$ cat config.mk
export PLATFORM = sky130hd
export DESIGN_NAME = escalonador_botoes
export DESIGN_NICKNAME = d
export VERILOG_FILES = /design/src/rtl/botao_pkg.sv /design/src/rtl/filtro_botao.sv /design/src/rtl/escalonador_botoes.sv
export SDC_FILE = /design/constraint.sdc
export NUM_CORES = 1
export LEC_CHECK = 0
export ABC_AREA = 1
export BUFFER_PORTS_ARGS = -buffer_cell sky130_fd_sc_hd__buf_2
export CORE_UTILIZATION = 44
export CTS_CLUSTER_SIZE = 10
export DETAILED_ROUTE_END_ITERATION = 8
export PLACE_DENSITY = 0.6
export SYNTH_ARGS = -nofsm -noshare
export SYNTH_HDL_FRONTEND = slang
export SYNTH_SLANG_ARGS = --single-unit
$ cat constraint.sdc
create_clock -name clk -period 2.94 [get_ports clk]
set_clock_uncertainty 0.2 [all_clocks]
set_input_delay 0.588 -clock clk [delete_from_list [all_inputs] [get_ports clk]]
set_output_delay 0.588 -clock clk [all_outputs]
set_load 0.05 [all_outputs]
$ cat src/rtl/botao_pkg.sv
// Shared definitions for the button-panel event scheduler.
// Contents:
// - Id-width derivation helper.
// - Button id constants.
// - Event word layout: {id, long}, with long in bit 0.
// - Default debounce and long-press timing.
package botao_pkg;

  localparam int DEB_BITS_DEF = 4;
  localparam int LONG_CYC_DEF = 1000;

  localparam int BTN_A = 0;
  localparam int BTN_B = 1;
  localparam int BTN_C = 2;

  // Event word layout: {id, long}. The long flag sits in bit 0.
  localparam int EVT_LONG_BIT = 0;

  // Button id width; a single button still needs one bit.
  function automatic int id_width(input int n_btn);
    return (n_btn > 1) ? $clog2(n_btn) : 1;
  endfunction

  // Width of one queued event word.
  function automatic int evt_width(input int n_btn);
    return id_width(n_btn) + 1;
  endfunction

endpackage

$ cat src/rtl/filtro_botao.sv
// Front end for one raw active-low push-button.
// Contains a 2-flop synchroniser, the debounce filter, the hold counter and
// short/long press classification.
// Ports:
//   clk, rst_n - clock, asynchronous active-low reset
//   b_raw      - raw button, 0 = pressed, asynchronous to clk
//   evt        - one-cycle pulse when a press event is produced
//   evt_long   - qualifies evt: 1 = long press, 0 = short press
module filtro_botao
  import botao_pkg::*;
#(
  parameter int DEB_BITS = DEB_BITS_DEF,
  parameter int LONG_CYC = LONG_CYC_DEF,
  localparam int HW = $clog2(LONG_CYC + 1)
) (
  input  logic clk,
  input  logic rst_n,
  input  logic b_raw,
  output logic evt,
  output logic evt_long
);

  localparam logic [DEB_BITS-1:0] DEB_MAX  = {DEB_BITS{1'b1}};
  localparam logic [DEB_BITS-1:0] DEB_ZERO = {DEB_BITS{1'b0}};
  localparam logic [DEB_BITS-1:0] DEB_ONE  = DEB_BITS'(1);
  localparam logic [HW-1:0]       HOLD_MAX = HW'(LONG_CYC);
  localparam logic [HW-1:0]       HOLD_PRE = HW'(LONG_CYC - 1);
  localparam logic [HW-1:0]       HOLD_ONE = HW'(1);

  logic                sync1_r;
  logic                sync2_r;
  logic                deb_r;
  logic [DEB_BITS-1:0] deb_cnt_r;
  logic [HW-1:0]       hold_r;
  logic                evt_r;
  logic                evt_long_r;
  logic                flip_s;

  // The debounced level changes on this cycle's edge.
  assign flip_s = (sync2_r != deb_r) && (deb_cnt_r == DEB_MAX);

  // Synchroniser, debounce, hold counter and event pulse generation.
  always_ff @(posedge clk or negedge rst_n) begin
    if (!rst_n) begin
      sync1_r    <= 1'b1;
      sync2_r    <= 1'b1;
      deb_r      <= 1'b1;
      deb_cnt_r  <= DEB_ZERO;
      hold_r     <= {HW{1'b0}};
      evt_r      <= 1'b0;
      evt_long_r <= 1'b0;
    end else begin
      sync1_r <= b_raw;
      sync2_r <= sync1_r;

      if (sync2_r == deb_r) begin
        deb_cnt_r <= DEB_ZERO;
      end else if (flip_s) begin
        deb_r     <= sync2_r;
        deb_cnt_r <= DEB_ZERO;
      end else begin
        deb_cnt_r <= deb_cnt_r + DEB_ONE;
      end

      // Hold counter restarts on press and saturates at LONG_CYC.
      if (flip_s && deb_r) begin
        hold_r <= {HW{1'b0}};
      end else if (!deb_r && !flip_s && (hold_r != HOLD_MAX)) begin
        hold_r <= hold_r + HOLD_ONE;
      end else begin
        hold_r <= hold_r;
      end

      // Release gives a short event unless a long one was already issued;
      // the long event fires on the edge where hold reaches LONG_CYC.
      if (flip_s && !deb_r) begin
        evt_r      <= (hold_r != HOLD_MAX);
        evt_long_r <= 1'b0;
      end else if (!deb_r && !flip_s && (hold_r == HOLD_PRE)) begin
        evt_r      <= 1'b1;
        evt_long_r <= 1'b1;
      end else begin
        evt_r      <= 1'b0;
        evt_long_r <= 1'b0;
      end
    end
  end

  assign evt      = evt_r;
  assign evt_long = evt_long_r;

endmodule

$ cat src/rtl/escalonador_botoes.sv
// Button-panel event scheduler.
// Each button is filtered by filtro_botao. Its events are held in a
// per-button pending flag, arbitrated round-robin into a first-word-fall-
// through FIFO, and drained through a valid/ready handshake.
// Ports:
//   clk, rst_n   - clock, asynchronous active-low reset
//   b_in         - raw buttons, 0 = pressed
//   evt_ready    - consumer takes the head event
//   clr_ovf      - clears the sticky overflow flag
//   evt_valid    - FIFO non-empty
//   evt_id       - button id of the head event
//   evt_long     - long-press flag of the head event
//   overflow     - sticky, an event was dropped
// FIFO_DEPTH must be a power of 2 and at least 2.
module escalonador_botoes
  import botao_pkg::*;
#(
  parameter int N_BTN      = 3,
  parameter int DEB_BITS   = DEB_BITS_DEF,
  parameter int LONG_CYC   = 100,
  parameter int FIFO_DEPTH = 4,
  localparam int IDW = id_width(N_BTN)
) (
  input  logic             clk,
  input  logic             rst_n,
  input  logic [N_BTN-1:0] b_in,
  input  logic             evt_ready,
  input  logic             clr_ovf,
  output logic             evt_valid,
  output logic [IDW-1:0]   evt_id,
  output logic             evt_long,
  output logic             overflow
);

  localparam int EW = evt_width(N_BTN);
  localparam int PW = $clog2(FIFO_DEPTH);
  localparam int SW = IDW + 1;
  localparam logic [PW:0] CNT_ZERO = {(PW + 1){1'b0}};
  localparam logic [PW:0] CNT_ONE  = (PW + 1)'(1);
  localparam logic [PW:0] CNT_FULL = (PW + 1)'(FIFO_DEPTH);

  logic [N_BTN-1:0] evt_s;
  logic [N_BTN-1:0] evt_long_s;
  logic [N_BTN-1:0] pending_r;
  logic [N_BTN-1:0] pend_long_r;
  logic [N_BTN-1:0] gnt_mask_s;
  logic [IDW-1:0]   rr_ptr_r;
  logic [IDW-1:0]   gnt_id_s;
  logic             found_s;
  logic             drop_s;
  logic             overflow_r;

  logic [EW-1:0]    mem_r [FIFO_DEPTH];
  logic [PW-1:0]    rd_ptr_r;
  logic [PW-1:0]    wr_ptr_r;
  logic [PW-1:0]    rd_n_s;
  logic [PW:0]      cnt_r;
  logic [PW:0]      cnt_n_s;
  logic             full_s;
  logic             pop_s;
  logic             push_s;
  logic [EW-1:0]    push_data_s;
  logic [EW-1:0]    head_n_s;
  logic [EW-1:0]    head_r;
  logic             evt_valid_r;

  for (genvar g = 0; g < N_BTN; g++) begin : g_btn
    filtro_botao #(
      .DEB_BITS (DEB_BITS),
      .LONG_CYC (LONG_CYC)
    ) u_filtro (
      .clk      (clk),
      .rst_n    (rst_n),
      .b_raw    (b_in[g]),
      .evt      (evt_s[g]),
      .evt_long (evt_long_s[g])
    );
  end

  // Round-robin search for the first pending button starting at rr_ptr_r.
  always_comb begin
    logic [SW-1:0] idx_v;
    idx_v    = {SW{1'b0}};
    found_s  = 1'b0;
    gnt_id_s = {IDW{1'b0}};
    for (int i = 0; i < N_BTN; i++) begin
      idx_v = {1'b0, rr_ptr_r} + SW'(i);
      if (idx_v >= SW'(N_BTN)) begin
        idx_v = idx_v - SW'(N_BTN);
      end else begin
        idx_v = idx_v;
      end
      if (!found_s && pending_r[idx_v[IDW-1:0]]) begin
        found_s  = 1'b1;
        gnt_id_s = idx_v[IDW-1:0];
      end else begin
        found_s  = found_s;
      end
    end
  end

  // FIFO next-state. Full is judged on registered state, so a same-cycle
  // pop never makes room for that cycle's push.
  always_comb begin
    full_s      = (cnt_r == CNT_FULL);
    pop_s       = (cnt_r != CNT_ZERO) && evt_ready;
    push_s      = found_s && !full_s;
    push_data_s = {gnt_id_s, pend_long_r[gnt_id_s]};
    if (pop_s) begin
      rd_n_s = rd_ptr_r + PW'(1);
    end else begin
      rd_n_s = rd_ptr_r;
    end
    if (push_s && !pop_s) begin
      cnt_n_s = cnt_r + CNT_ONE;
    end else if (!push_s && pop_s) begin
      cnt_n_s = cnt_r - CNT_ONE;
    end else begin
      cnt_n_s = cnt_r;
    end
    // The new head bypasses memory when it is the entry being pushed now.
    if (cnt_n_s == CNT_ZERO) begin
      head_n_s = {EW{1'b0}};
    end else if (push_s && (wr_ptr_r == rd_n_s)) begin
      head_n_s = push_data_s;
    end else begin
      head_n_s = mem_r[rd_n_s];
    end
  end

  // One-hot of the button being pushed this cycle.
  always_comb begin
    gnt_mask_s = {N_BTN{1'b0}};
    for (int i = 0; i < N_BTN; i++) begin
      gnt_mask_s[i] = push_s && (gnt_id_s == IDW'(i));
    end
  end

  // A new event drops only if its flag stays set through this edge.
  assign drop_s = |(evt_s & pending_r & ~gnt_mask_s);

  // Pending flags, round-robin pointer and sticky overflow.
  always_ff @(posedge clk or negedge rst_n) begin
    if (!rst_n) begin
      pending_r   <= {N_BTN{1'b0}};
      pend_long_r <= {N_BTN{1'b0}};
      rr_ptr_r    <= {IDW{1'b0}};
      overflow_r  <= 1'b0;
    end else begin
      for (int i = 0; i < N_BTN; i++) begin
        if (evt_s[i] && (!pending_r[i] || gnt_mask_s[i])) begin
          pending_r[i]   <= 1'b1;
          pend_long_r[i] <= evt_long_s[i];
        end else if (gnt_mask_s[i]) begin
          pending_r[i]   <= 1'b0;
        end else begin
          pending_r[i]   <= pending_r[i];
        end
      end
      if (push_s) begin
        rr_ptr_r <= (gnt_id_s == IDW'(N_BTN - 1)) ? {IDW{1'b0}} : (gnt_id_s + IDW'(1));
      end else begin
        rr_ptr_r <= rr_ptr_r;
      end
      if (drop_s) begin
        overflow_r <= 1'b1;
      end else if (clr_ovf) begin
        overflow_r <= 1'b0;
      end else begin
        overflow_r <= overflow_r;
      end
    end
  end

  // FIFO storage, pointers and registered head/valid outputs.
  always_ff @(posedge clk or negedge rst_n) begin
    if (!rst_n) begin
      for (int i = 0; i < FIFO_DEPTH; i++) begin
        mem_r[i] <= {EW{1'b0}};
      end
      rd_ptr_r    <= {PW{1'b0}};
      wr_ptr_r    <= {PW{1'b0}};
      cnt_r       <= CNT_ZERO;
      head_r      <= {EW{1'b0}};
      evt_valid_r <= 1'b0;
    end else begin
      if (push_s) begin
        mem_r[wr_ptr_r] <= push_data_s;
        wr_ptr_r        <= wr_ptr_r + PW'(1);
      end else begin
        wr_ptr_r        <= wr_ptr_r;
      end
      rd_ptr_r    <= rd_n_s;
      cnt_r       <= cnt_n_s;
      head_r      <= head_n_s;
      evt_valid_r <= (cnt_n_s != CNT_ZERO);
    end
  end

  assign evt_valid = evt_valid_r;
  assign evt_id    = head_r[EW-1:1];
  assign evt_long  = head_r[EVT_LONG_BIT];
  assign overflow  = overflow_r;

endmodule

==> run_results.csv, run 1 <==
group,metric,value,unit
detailed_routing,vias,2934,
critical_path,required,2.99,ns
logic_synthesis,netlist_area,0.00400,sq mm
timing,rsz0062_at_grt,"false",
cts,cts_tree,"yes",
flow_run,cap_violations,0,
placed_design,finalWeightedCongestion,0.822,
cells_and_area,fin_cells,595,
power_and_ir_drop,swShare,0.433,
cells_and_area,final_common_cell,"nand2_1",
floorplan,fp-row-count,34,
critical_path,crit_path_end_kind,"register",
timing,slew_viol_final,0,
grt,globalRouteTotalUtil,0.168,
cts,cts_sinks,80,
timing,hold_viol,0,
detailed_routing,routed_wirelength,6.79,mm
timing,finalCritPeriodShare,0.827,
logic_synthesis,ys_seq_elements,80,
critical_path,crit_type,"reg -> reg",
power_and_ir_drop,peakVddDrop,0.341,mV
critical_path,crit_fanout,6,
logic_synthesis,synthArstFlopShare,1.00,
detailed_routing,drt_iter0_markers,97,
floorplan,core-area,0.00876,sq mm
cts,cts_root_buffer,"clkbuf_8",
min_path,holdPathStages,1,
cells_and_area,antenna-diode-count,0,
cts,htreeDepth,3,
logic_synthesis,ys.flop_type,"dfrtp_1",
logic_synthesis,ys_types,35,
logic_synthesis,synth_edf_count,0,
placed_design,hpwlAfterDp,5.03,mm
power_and_ir_drop,comb_power_share,0.440,
outcome,status,"finished, final reports clean",
min_path,hp-class,"in -> reg",
power_and_ir_drop,pwr-share-clk,0.187,
detailed_routing,routed_via_density,4.93,
power_and_ir_drop,power_density,998,mW/mm^2
grt,grt_max_degree,49,
critical_path,reg2reg_depth,14,
power_and_ir_drop,power_leakage,2.20,nW
timing,max_freq,411,MHz
logic_synthesis,ys_seq_area_frac,0.503,
floorplan,die_y,97.3,um
power_and_ir_drop,seq_power_share,0.372,
timing,period_minus_slack,2.43,ns
timing,hold_ws,0.127,ns
placed_design,io_buffer_count,11,
grt,grt_pass1_vias,2947,
critical_path,worstSetupStartpointType,"register",
grt,antenna_found_initial,0,
cts,clk_latency,0.35,ns
placed_design,placed_cells,578,
detailed_routing,postRouteAntennaNets,0,
critical_path,timing.rr.start,"rr_ptr_r[0]$_DFFE_PN0P_",
detailed_routing,drc,0,
min_path,hp-start,"b_in[1]",
cells_and_area,area_growth,10.2,%
grt,gr-total-overflow,0,
floorplan,dieArea,0.00947,sq mm
cells_and_area,drive_gt1_frac,0.144,
logic_synthesis,syn_nets,487,
floorplan,initial_utilization,0.456,
logic_synthesis,synth_cells,460,
detailed_routing,first_pass_iters,4,
cts,cts_buffer_depth,2,
timing,tightest_slew,0.457,ns
timing,setup_tns,0,ns
critical_path,worstPathArrival,2.48,ns
critical_path,r2r_setup_slack,0.51,ns
cts,cts_buffers,9,
timing,slew_headroom,0.696,
min_path,hold_end,"g_btn[1].u_filtro.sync1_r$_DFF_PN1_",
grt,grt_pass1_wl,12.9,mm
timing,finalSetupViolCount,0,
floorplan,die_w,97.3,um
cts,clk_pin_slew,0.09,ns
logic_synthesis,yosys_warnings,0,
power_and_ir_drop,p_int,2.49,mW
detailed_routing,wl_per_cell,11.4,um
power_and_ir_drop,p_sw,1.91,mW
critical_path,reg2reg_to,"pend_long_r[0]$_DFFE_PN0P_",
cts,cts_setup_buffers,0,
logic_synthesis,avgSynthCellArea,8.69,sq um
floorplan,pin_count,12,
cells_and_area,nets,509,
cells_and_area,final_cell_mix,"87 x nand2_1, 71 x dfrtp_1, 64 x inv_1, 44 x nor2_1, 37 x nand3_1",
## cell usage after synthesis, types with 6 or more instances
library cell / instances / area (sq um)
a21oi_1: 6 / 30.0
dfrtp_1: 71 / 1780
dfstp_2: 9 / 236
ha_1: 20 / 250
inv_1: 64 / 240
inv_2: 12 / 45.0
nand2_1: 87 / 327
nand2_2: 10 / 62.6
nand3_1: 37 / 185
nor2_1: 44 / 165
nor3_1: 10 / 50.1
o21ai_0: 21 / 105
o21ai_1: 9 / 45.0
o22ai_1: 10 / 62.6
xor2_1: 16 / 140
## power groups by stage
stage / sequential (mW) / clock [mW] / combinational [mW]
2_1_floorplan: 1.69 / 0 / 1.53
3_3_place_gp: 1.65 / 0 / 1.92
3_5_place_dp: 1.66 / 0 / 1.95
4_1_cts: 1.64 / 0.858 / 1.96
5_1_grt: 1.68 / 0.901 / 2.26
6_report: 1.64 / 0.825 / 1.94
## layout make-up
cell class	count	area [sq um]
Timing Repair Buffer	13	87.6
Fill cell	820	4360
Tap cell	108	135
Multi-Input combinational cell	302	1680
Inverter	76	285
Sequential cell	80	2010
Clock inverter	7	78.8
Clock buffer	9	124
## routing by layer
metal / vias up / track usage / wire (um) / share of wire
met5: - / 0 / 0 / 0
met4: 0 / 0.102 / 153 / 0.023
met3: 15 / 0.0295 / 165 / 0.024
met2: 39 / 0.272 / 3150 / 0.46
met1: 1358 / 0.210 / 3320 / 0.49
li1: 1522 / - / - / -
## cell families (layout without fill, tap and decap cells)
logic type	count (synthesis)	in the layout	share of synthesized area
AO/OA/AOI/OAI	60	60	0.0876
flip-flops	80	80	0.503
AND/OR/NAND/NOR	204	204	0.230
adder cells (fa/ha/maj)	20	20	0.0626
XOR/XNOR	18	18	0.0413
buffers and inverters	78	105	0.0754
## worst max path at each step
stage / end / from / depth (start not counted)
after CTS: pend_long_r[0]$_DFFE_PN0P_ / rr_ptr_r[0]$_DFFE_PN0P_ / 14
final: pend_long_r[0]$_DFFE_PN0P_ / rr_ptr_r[0]$_DFFE_PN0P_ / 14
after detailed placement: pend_long_r[0]$_DFFE_PN0P_ / rr_ptr_r[0]$_DFFE_PN0P_ / 14
after global placement: pend_long_r[0]$_DFFE_PN0P_ / rr_ptr_r[0]$_DFFE_PN0P_ / 16
after floorplan: pend_long_r[0]$_DFFE_PN0P_ / rr_ptr_r[0]$_DFFE_PN0P_ / 14
after global routing: pend_long_r[0]$_DFFE_PN0P_ / rr_ptr_r[0]$_DFFE_PN0P_ / 16
## registers in the layout, summed over array words and instances (netlist names)
| signal | flops |
|---|---|
| g_btn.u_filtro.hold_r | 21 |
| g_btn.u_filtro.deb_cnt_r | 12 |
| mem_r | 12 |
| cnt_r | 3 |
| g_btn.u_filtro.deb_r | 3 |
| g_btn.u_filtro.evt | 3 |
| g_btn.u_filtro.evt_long | 3 |
| g_btn.u_filtro.sync1_r | 3 |
| g_btn.u_filtro.sync2_r | 3 |
| head_r | 3 |
| pend_long_r | 3 |
| pending_r | 3 |
| rd_ptr_r | 2 |
| rr_ptr_r | 2 |
| wr_ptr_r | 2 |
| evt_valid | 1 |
| overflow | 1 |
## worst max-delay path, stage by stage (launching register included)
cell and delay [ns]:
dfrtp_1 0.39, inv_1 0.09, ha_1 0.38, o21ai_1 0.21
nand2_2 0.11, nand2_1 0.08, nor2_1 0.05, nand2_1 0.07
inv_1 0.04, nor2_1 0.23, nand3_1 0.19, nand2_1 0.14
nand2_1 0.07, nand2_1 0.06, nand2_1 0.04
## metrics by stage
step,total power [mW],util,area [sq um],setup WS (ns)
after floorplan,3.22,-,4000,0.843
after global placement,3.57,0.479,4200,0.555
after detailed placement,3.61,0.479,4200,0.506
after CTS,4.46,0.503,4410,0.490
after global routing,4.85,0.503,4410,0.258
final,4.40,0.503,4410,0.509
## repair_timing
action	CTS	global route
setup endpoints to repair	0	0
hold buffers	1	0
endpoints found under the hold margin	32	0
gates resized for setup	0	0
No activity file was read; power rests on OpenSTA's default activity.
==> run 2: changes to the inputs <==
--- a/config.mk
+++ b/config.mk
@@ -5,12 +5,12 @@
 export SDC_FILE = /design/constraint.sdc
 export NUM_CORES = 1
 export LEC_CHECK = 0
-export ABC_AREA = 1
+export ABC_AREA = 0
 export BUFFER_PORTS_ARGS = -buffer_cell sky130_fd_sc_hd__buf_2
 export CORE_UTILIZATION = 44
 export CTS_CLUSTER_SIZE = 10
 export DETAILED_ROUTE_END_ITERATION = 8
-export PLACE_DENSITY = 0.6
+export PLACE_DENSITY = 0.62
 export SYNTH_ARGS = -nofsm -noshare
 export SYNTH_HDL_FRONTEND = slang
 export SYNTH_SLANG_ARGS = --single-unit
==> constraint.sdc (replaced) <==
create_clock -name clk -period 2.2 [get_ports clk]
set_clock_uncertainty 0.2 [all_clocks]
set_input_delay 0.44 -clock clk [delete_from_list [all_inputs] [get_ports clk]]
set_output_delay 0.44 -clock clk [all_outputs]
set_load 0.05 [all_outputs]
==> run 2 against run 1 <==
The run now ends with negative setup slack left. Critical path depth is 4 lower. Register-to-register slack worse by 0.78 ns. Maximum frequency down 1.8%. Clock-buffer cell count rose by 1. Critical path type unchanged. Critical endpoint is now overflow$_DFFE_PN0P_. Highest routed layer unchanged.
==> run_results.csv, run 2 <==
group,metric,value,unit
critical_path,crit_fanout,4,
grt,globalRouteTotalUtil,0.186,
floorplan,pin_count,12,
cts,cts_root_buffer,"clkbuf_8",
floorplan,die_w,100,um
grt,grt_pass1_wl,14.8,mm
placed_design,finalWeightedCongestion,0.829,
flow_run,cap_violations,0,
logic_synthesis,ys.flop_type,"dfrtp_1",
cells_and_area,nets,520,
logic_synthesis,post-synth-top-count-cell,"dfrtp_1",
cells_and_area,drive_gt1_frac,0.325,
timing,slew_viol_final,0,
cts,cts_buffers,9,
grt,gr-total-overflow,0,
logic_synthesis,ys_seq_area_frac,0.474,
cells_and_area,regMostFlops,"g_btn.u_filtro.hold_r",
timing,max_freq,404,MHz
detailed_routing,routed_via_density,5.24,
cells_and_area,final_cell_mix,"70 x dfrtp_1, 56 x buf_4, 37 x nand2_1, 25 x inv_1, 25 x nor2_1",
logic_synthesis,ys_types,70,
floorplan,initial_utilization,0.457,
power_and_ir_drop,power_density,1190,mW/mm^2
detailed_routing,drc,0,
floorplan,die_y,100,um
cts,cts_sinks,80,
timing,fin_ws,-0.275,ns
grt,grt_pass1_vias,3259,
floorplan,fp-row-count,35,
logic_synthesis,synth_cells,419,
cells_and_area,final_common_cell,"dfrtp_1",
placed_design,io_buffer_count,11,
cts,clk_pin_slew,0.08,ns
detailed_routing,vias,3287,
cts,cts_tree,"yes",
outcome,status,"finished with violations",
logic_synthesis,synth_top_area_share,0.419,
critical_path,crit_start,"rr_ptr_r[1]$_DFFE_PN0P_",
power_and_ir_drop,peakVddDrop,0.581,mV
timing,hold_viol,0,
cts,cts_buffer_depth,2,
timing,tightest_slew,0.455,ns
outcome,violations,"negative setup slack",
min_path,hp-start,"g_btn[2].u_filtro.sync1_r$_DFF_PN1_",
cells_and_area,area_growth,28.9,%
cells_and_area,antenna-diode-count,0,
timing,finalCritPeriodShare,1.13,
logic_synthesis,synthArstFlopShare,1.00,
logic_synthesis,synth_area_leaders,"dfrtp_1 42%, ha_1 5.9%, dfstp_2 5.6%",
power_and_ir_drop,p_total,6.50,mW
critical_path,crit_type,"reg -> reg",
power_and_ir_drop,power_leakage,2.45,nW
logic_synthesis,avgSynthCellArea,10.1,sq um
timing,finalSetupViolCount,25,
grt,antenna_found_initial,0,
cts,clk_latency,0.36,ns
detailed_routing,drt_iter0_markers,135,
logic_synthesis,syn_nets,446,
detailed_routing,wl_per_cell,13.7,um
timing,rsz0062_at_grt,"true",
critical_path,timing.rr.start,"rr_ptr_r[1]$_DFFE_PN0P_",
cells_and_area,largest_reg_flops,21,
logic_synthesis,yosys_warnings,0,
detailed_routing,postRouteAntennaNets,0,
critical_path,required,2.23,ns
logic_synthesis,ys_top_cells_by_count,"71 x dfrtp_1, 42 x nand2_1, 29 x o21ai_0",
critical_path,crit_path_end_kind,"register",
floorplan,core-area,0.00928,sq mm
logic_synthesis,ys_seq_elements,80,
placed_design,hpwlAfterDp,5.84,mm
cts,htreeDepth,3,
critical_path,worstSetupStartpointType,"register",
timing,period_minus_slack,2.48,ns
timing,slew_headroom,0.694,
detailed_routing,first_pass_iters,4,
grt,grt_max_degree,54,
logic_synthesis,synth_edf_count,0,
min_path,hp-class,"reg -> reg",
logic_synthesis,synth_top_area_cell,"dfrtp_1",
logic_synthesis,netlist_area,0.00424,sq mm
timing,hold_ws,0.160,ns
detailed_routing,routed_wirelength,8.57,mm
floorplan,dieArea,0.0100,sq mm
cells_and_area,reg_top3,"g_btn.u_filtro.hold_r x21, g_btn.u_filtro.deb_cnt_r x12, mem_r x12",
critical_path,worstPathArrival,2.51,ns
## run 2: cells by family (layout without fill, tap and decap cells)
family	count (synthesis)	after routing	share of synthesized area
xor+xnor	17	17	0.0351
buf+inv	38	117	0.0386
flops	80	80	0.474
fa+ha+maj	20	20	0.0590
simple gates	141	141	0.170
mux	18	18	0.0546
compound gates	105	105	0.169
## run 2: metrics by stage
| stage | setup slack, ns | TNS, ns | cells | area [sq um] | util |
|---|---|---|---|---|---|
| final | -0.275 | -5.05 | 627 | 5470 | 0.589 |
| after floorplan | -0.243 | -4.09 | 419 | 4290 | - |
| after CTS | -0.268 | -4.73 | 621 | 5330 | 0.574 |
| after global routing | -0.355 | -7.22 | 627 | 5470 | 0.589 |
| after detailed placement | -0.403 | -7.46 | 594 | 4810 | 0.518 |
| after global placement | -0.339 | -6.48 | 594 | 4810 | 0.518 |
## run 2: layer usage
layer / routed length (um) / part of all wire / GRT usage
met5: 0 / 0 / 0
met1: 4110 / 0.48 / 0.250
met3: 167 / 0.019 / 0.0320
met2: 4150 / 0.48 / 0.303
met4: 134 / 0.016 / 0.0725
## run 2: area by class of cell
cell class | instances | area, sq um
clock buffer | 10 | 128
clock inverter | 6 | 92.6
fill | 803 | 3820
inverter | 27 | 104
multi-input combinational | 301 | 2390
sequential | 80 | 2010
tap | 129 | 161
timing repair buffer | 74 | 582
## run 2: final timing paths
kind                                                        to  slack, ns  cells after the start
min reg2reg                g_btn[2].u_filtro.sync2_r$_DFF_PN1_       0.16                      0
max in group asynchronous  g_btn[0].u_filtro.deb_r$_DFFE_PN1P_       0.81                      3
min in group asynchronous      g_btn[2].u_filtro.evt$_DFF_PN0_       0.34                      2
max reg2reg                               overflow$_DFFE_PN0P_      -0.28                     10
max                                       overflow$_DFFE_PN0P_      -0.28                     10
min                        g_btn[2].u_filtro.sync2_r$_DFF_PN1_       0.16                      0
## run 2: what timing repair did
action                                 4_1_cts  5_1_grt
endpoints found under the hold margin       25        0
resized for setup                           43       20
gates cloned                                 0        0
setup buffers                                7        6
hold buffers                                 4        0
setup endpoints to repair                   30       34
pin swaps                                   12        8
## run 2: worst max-delay path, cell delays in order, from the launching register on
cell and delay [ns]:
dfrtp_1 0.41, inv_2 0.12, ha_4 0.15, buf_4 0.10, and3b_2 0.22, buf_4 0.14, nor2_2 0.08, nand4b_1 0.18
o21a_2 0.19, o31a_1 0.27, a211o_1 0.29
## run 2: report_power, final
part	internal (mW)	total, mW	leakage (nW)	switching, mW
sequential	1.82	2.15	1.01	0.337
combinational	1.55	3.14	1.34	1.59
clock	0.645	1.21	0.103	0.563
==> run 3: changes to the inputs <==
--- a/config.mk
+++ b/config.mk
@@ -8,9 +8,11 @@
 export ABC_AREA = 0
 export BUFFER_PORTS_ARGS = -buffer_cell sky130_fd_sc_hd__buf_2
 export CORE_UTILIZATION = 44
+export CTS_BUF_LIST = sky130_fd_sc_hd__clkbuf_4 sky130_fd_sc_hd__clkbuf_8
 export CTS_CLUSTER_SIZE = 10
 export DETAILED_ROUTE_END_ITERATION = 8
-export PLACE_DENSITY = 0.62
+export PLACE_DENSITY = 0.7
+export SKIP_CTS_REPAIR_TIMING = 1
 export SYNTH_ARGS = -nofsm -noshare
 export SYNTH_HDL_FRONTEND = slang
 export SYNTH_SLANG_ARGS = --single-unit
==> run 3 against run 2 <==
The flow still finishes with violations (negative setup slack). Wire length increased by 12%. First-iteration DRC count increased by 26%. Final cell count increased by 0.16%. Utilization increased by 1.8 points. Critical path depth decreased by 1. Clock power increased by 20%. Critical path type unchanged.
==> run_results.csv, run 3 (synthesized netlist as in run 2, its figures left out) <==
group,metric,value,unit
timing,fin_ws,-0.366,ns
cells_and_area,largest_reg_flops,21,
placed_design,place_area,0.00478,sq mm
cts,cts_tree,"yes",
critical_path,worstSetupEndpoint,"pend_long_r[1]$_DFFE_PN0P_",
floorplan,initial_utilization,0.457,
timing,tightest_slew,0.592,ns
outcome,violations,"negative setup slack",
cells_and_area,nFillCells,758,
cells_and_area,final_area,0.00563,sq mm
critical_path,timing.rr.start,"rr_ptr_r[1]$_DFFE_PN0P_",
critical_path,crit_fanout,6,
cells_and_area,reg_top3,"g_btn.u_filtro.hold_r x21, g_btn.u_filtro.deb_cnt_r x12, mem_r x12",
detailed_routing,first_pass_iters,4,
timing,slew_headroom,0.602,
timing,rsz0062_at_grt,"true",
detailed_routing,drt_iter0_markers,170,
timing,hold_viol,0,
power_and_ir_drop,p_total,6.98,mW
timing,finalCritPeriodShare,1.17,
detailed_routing,vias,3400,
critical_path,worstPathArrival,2.62,ns
detailed_routing,routed_via_density,5.41,
cts,cts_buffer_depth,2,
floorplan,die_y,100,um
timing,finalSetupViolCount,28,
cells_and_area,utilization,0.606,
timing,slew_viol_final,0,
cts,clk_latency,0.36,ns
cells_and_area,antenna-diode-count,0,
cts,htreeDepth,3,
grt,gr-total-overflow,0,
critical_path,worstSetupStartpointType,"register",
detailed_routing,postRouteAntennaNets,0,
critical_path,r2r_setup_slack,-0.37,ns
cells_and_area,nets,521,
min_path,holdPathStages,0,
cts,cts_buffers,9,
min_path,hp-class,"reg -> reg",
placed_design,io_buffer_count,11,
cts,clk_pin_slew,0.09,ns
placed_design,hpwlAfterDp,6.07,mm
floorplan,fp-row-count,35,
cells_and_area,drive_gt1_frac,0.343,
grt,met3_usage,0.0286,
floorplan,dieArea,0.0100,sq mm
timing,period_minus_slack,2.57,ns
floorplan,core-area,0.00928,sq mm
power_and_ir_drop,peakVddDrop,0.571,mV
detailed_routing,wl_per_cell,15.3,um
cts,cts_root_buffer,"clkbuf_8",
critical_path,crit_start,"rr_ptr_r[1]$_DFFE_PN0P_",
cells_and_area,area_growth,32.7,%
critical_path,crit_type,"reg -> reg",
placed_design,finalWeightedCongestion,0.819,
grt,grt_pass1_vias,3305,
cells_and_area,regArea,0.00201,sq mm
power_and_ir_drop,power_leakage,2.52,nW
cells_and_area,final_common_cell,"dfrtp_1",
floorplan,die_w,100,um
grt,met1_usage,0.227,
cells_and_area,fin_cells,628,
cells_and_area,multi_input_area,0.00250,sq mm
grt,globalRouteTotalUtil,0.185,
grt,grt_pass1_wl,14.7,mm
power_and_ir_drop,power_density,1240,mW/mm^2
flow_run,cap_violations,0,
placed_design,placed_cells,590,
cells_and_area,regMostFlops,"g_btn.u_filtro.hold_r",
timing,max_freq,390,MHz
cells_and_area,final_cell_mix,"70 x dfrtp_1, 56 x buf_4, 36 x nand2_1, 26 x nor2_1, 25 x inv_1",
grt,grt_max_degree,35,
detailed_routing,routed_wirelength,9.63,mm
detailed_routing,drc,0,
grt,antenna_found_initial,0,
grt,met2_usage,0.325,
outcome,status,"finished with violations",
critical_path,reg2reg_depth,9,
critical_path,crit_path_end_kind,"register",
grt,busiest_layer,"met2",
cts,cts_sinks,80,
floorplan,pin_count,12,
critical_path,reg2reg_to,"pend_long_r[1]$_DFFE_PN0P_",
critical_path,required,2.25,ns
## run 3: cell types whose count changed in the layout (fill, tap and decap cells not counted), sizes merged
cell	previous run	this run
clkinvlp	2	0
clkinv	1	2
bufinv	2	4
buf	70	71
clkbuf	10	9
## run 3: per-stage QoR
stage | setup slack (ns) | setup TNS (ns) | hold slack (ns)
after floorplan | -0.243 | -4.09 | -0.0556
after global placement | -0.332 | -6.16 | 0.146
after detailed placement | -0.428 | -7.91 | 0.149
after CTS | -0.465 | -8.47 | -0.180
after global routing | -0.445 | -7.66 | 0.164
final | -0.366 | -6.09 | 0.157
## run 3: metal layers
layer / share of wire / up-vias / wire length [um]
li1: - / 1639 / -
met1: 0.44 / 1689 / 4220
met2: 0.52 / 59 / 4990
met3: 0.029 / 13 / 277
met4: 0.014 / 0 / 138
met5: 0 / - / 0
## run 3: cell type report
| type | count | area share |
|---|---|---|
| well taps | 129 | 0.0287 |
| repair buffers | 75 | 0.104 |
| clock inverters | 7 | 0.0253 |
| flip-flops and latches | 80 | 0.358 |
| multi-input cells | 301 | 0.444 |
| clock buffers | 9 | 0.0220 |
| inverters | 27 | 0.0184 |
## run 3: critical path, cell delays in order (launching register included)
cell and delay [ns]:
dfrtp_1 0.42, inv_2 0.11, ha_4 0.15, buf_4 0.10
and3b_2 0.23, a21o_4 0.22, o31a_4 0.36, o211ai_1 0.19
a21boi_1 0.15, mux2_4 0.32
## run 3: worst min path at each step
stage / startpoint / end
global route: g_btn[2].u_filtro.sync1_r$_DFF_PN1_ / g_btn[2].u_filtro.sync2_r$_DFF_PN1_
finish: g_btn[2].u_filtro.sync1_r$_DFF_PN1_ / g_btn[2].u_filtro.sync2_r$_DFF_PN1_
detailed placement: g_btn[1].u_filtro.sync1_r$_DFF_PN1_ / g_btn[1].u_filtro.sync2_r$_DFF_PN1_
floorplan: rst_n / cnt_r[0]$_DFF_PN0_
global placement: g_btn[0].u_filtro.sync1_r$_DFF_PN1_ / g_btn[0].u_filtro.sync2_r$_DFF_PN1_
CTS: rst_n / g_btn[1].u_filtro.hold_r[2]$_DFFE_PN0P_
## run 3: power breakdown
part / switching (mW) / internal, mW / leakage, nW
Combinational: 1.76 / 1.61 / 1.37
Clock: 0.578 / 0.873 / 0.134
Sequential: 0.352 / 1.82 / 1.01
Total: 2.69 / 4.30 / 2.52
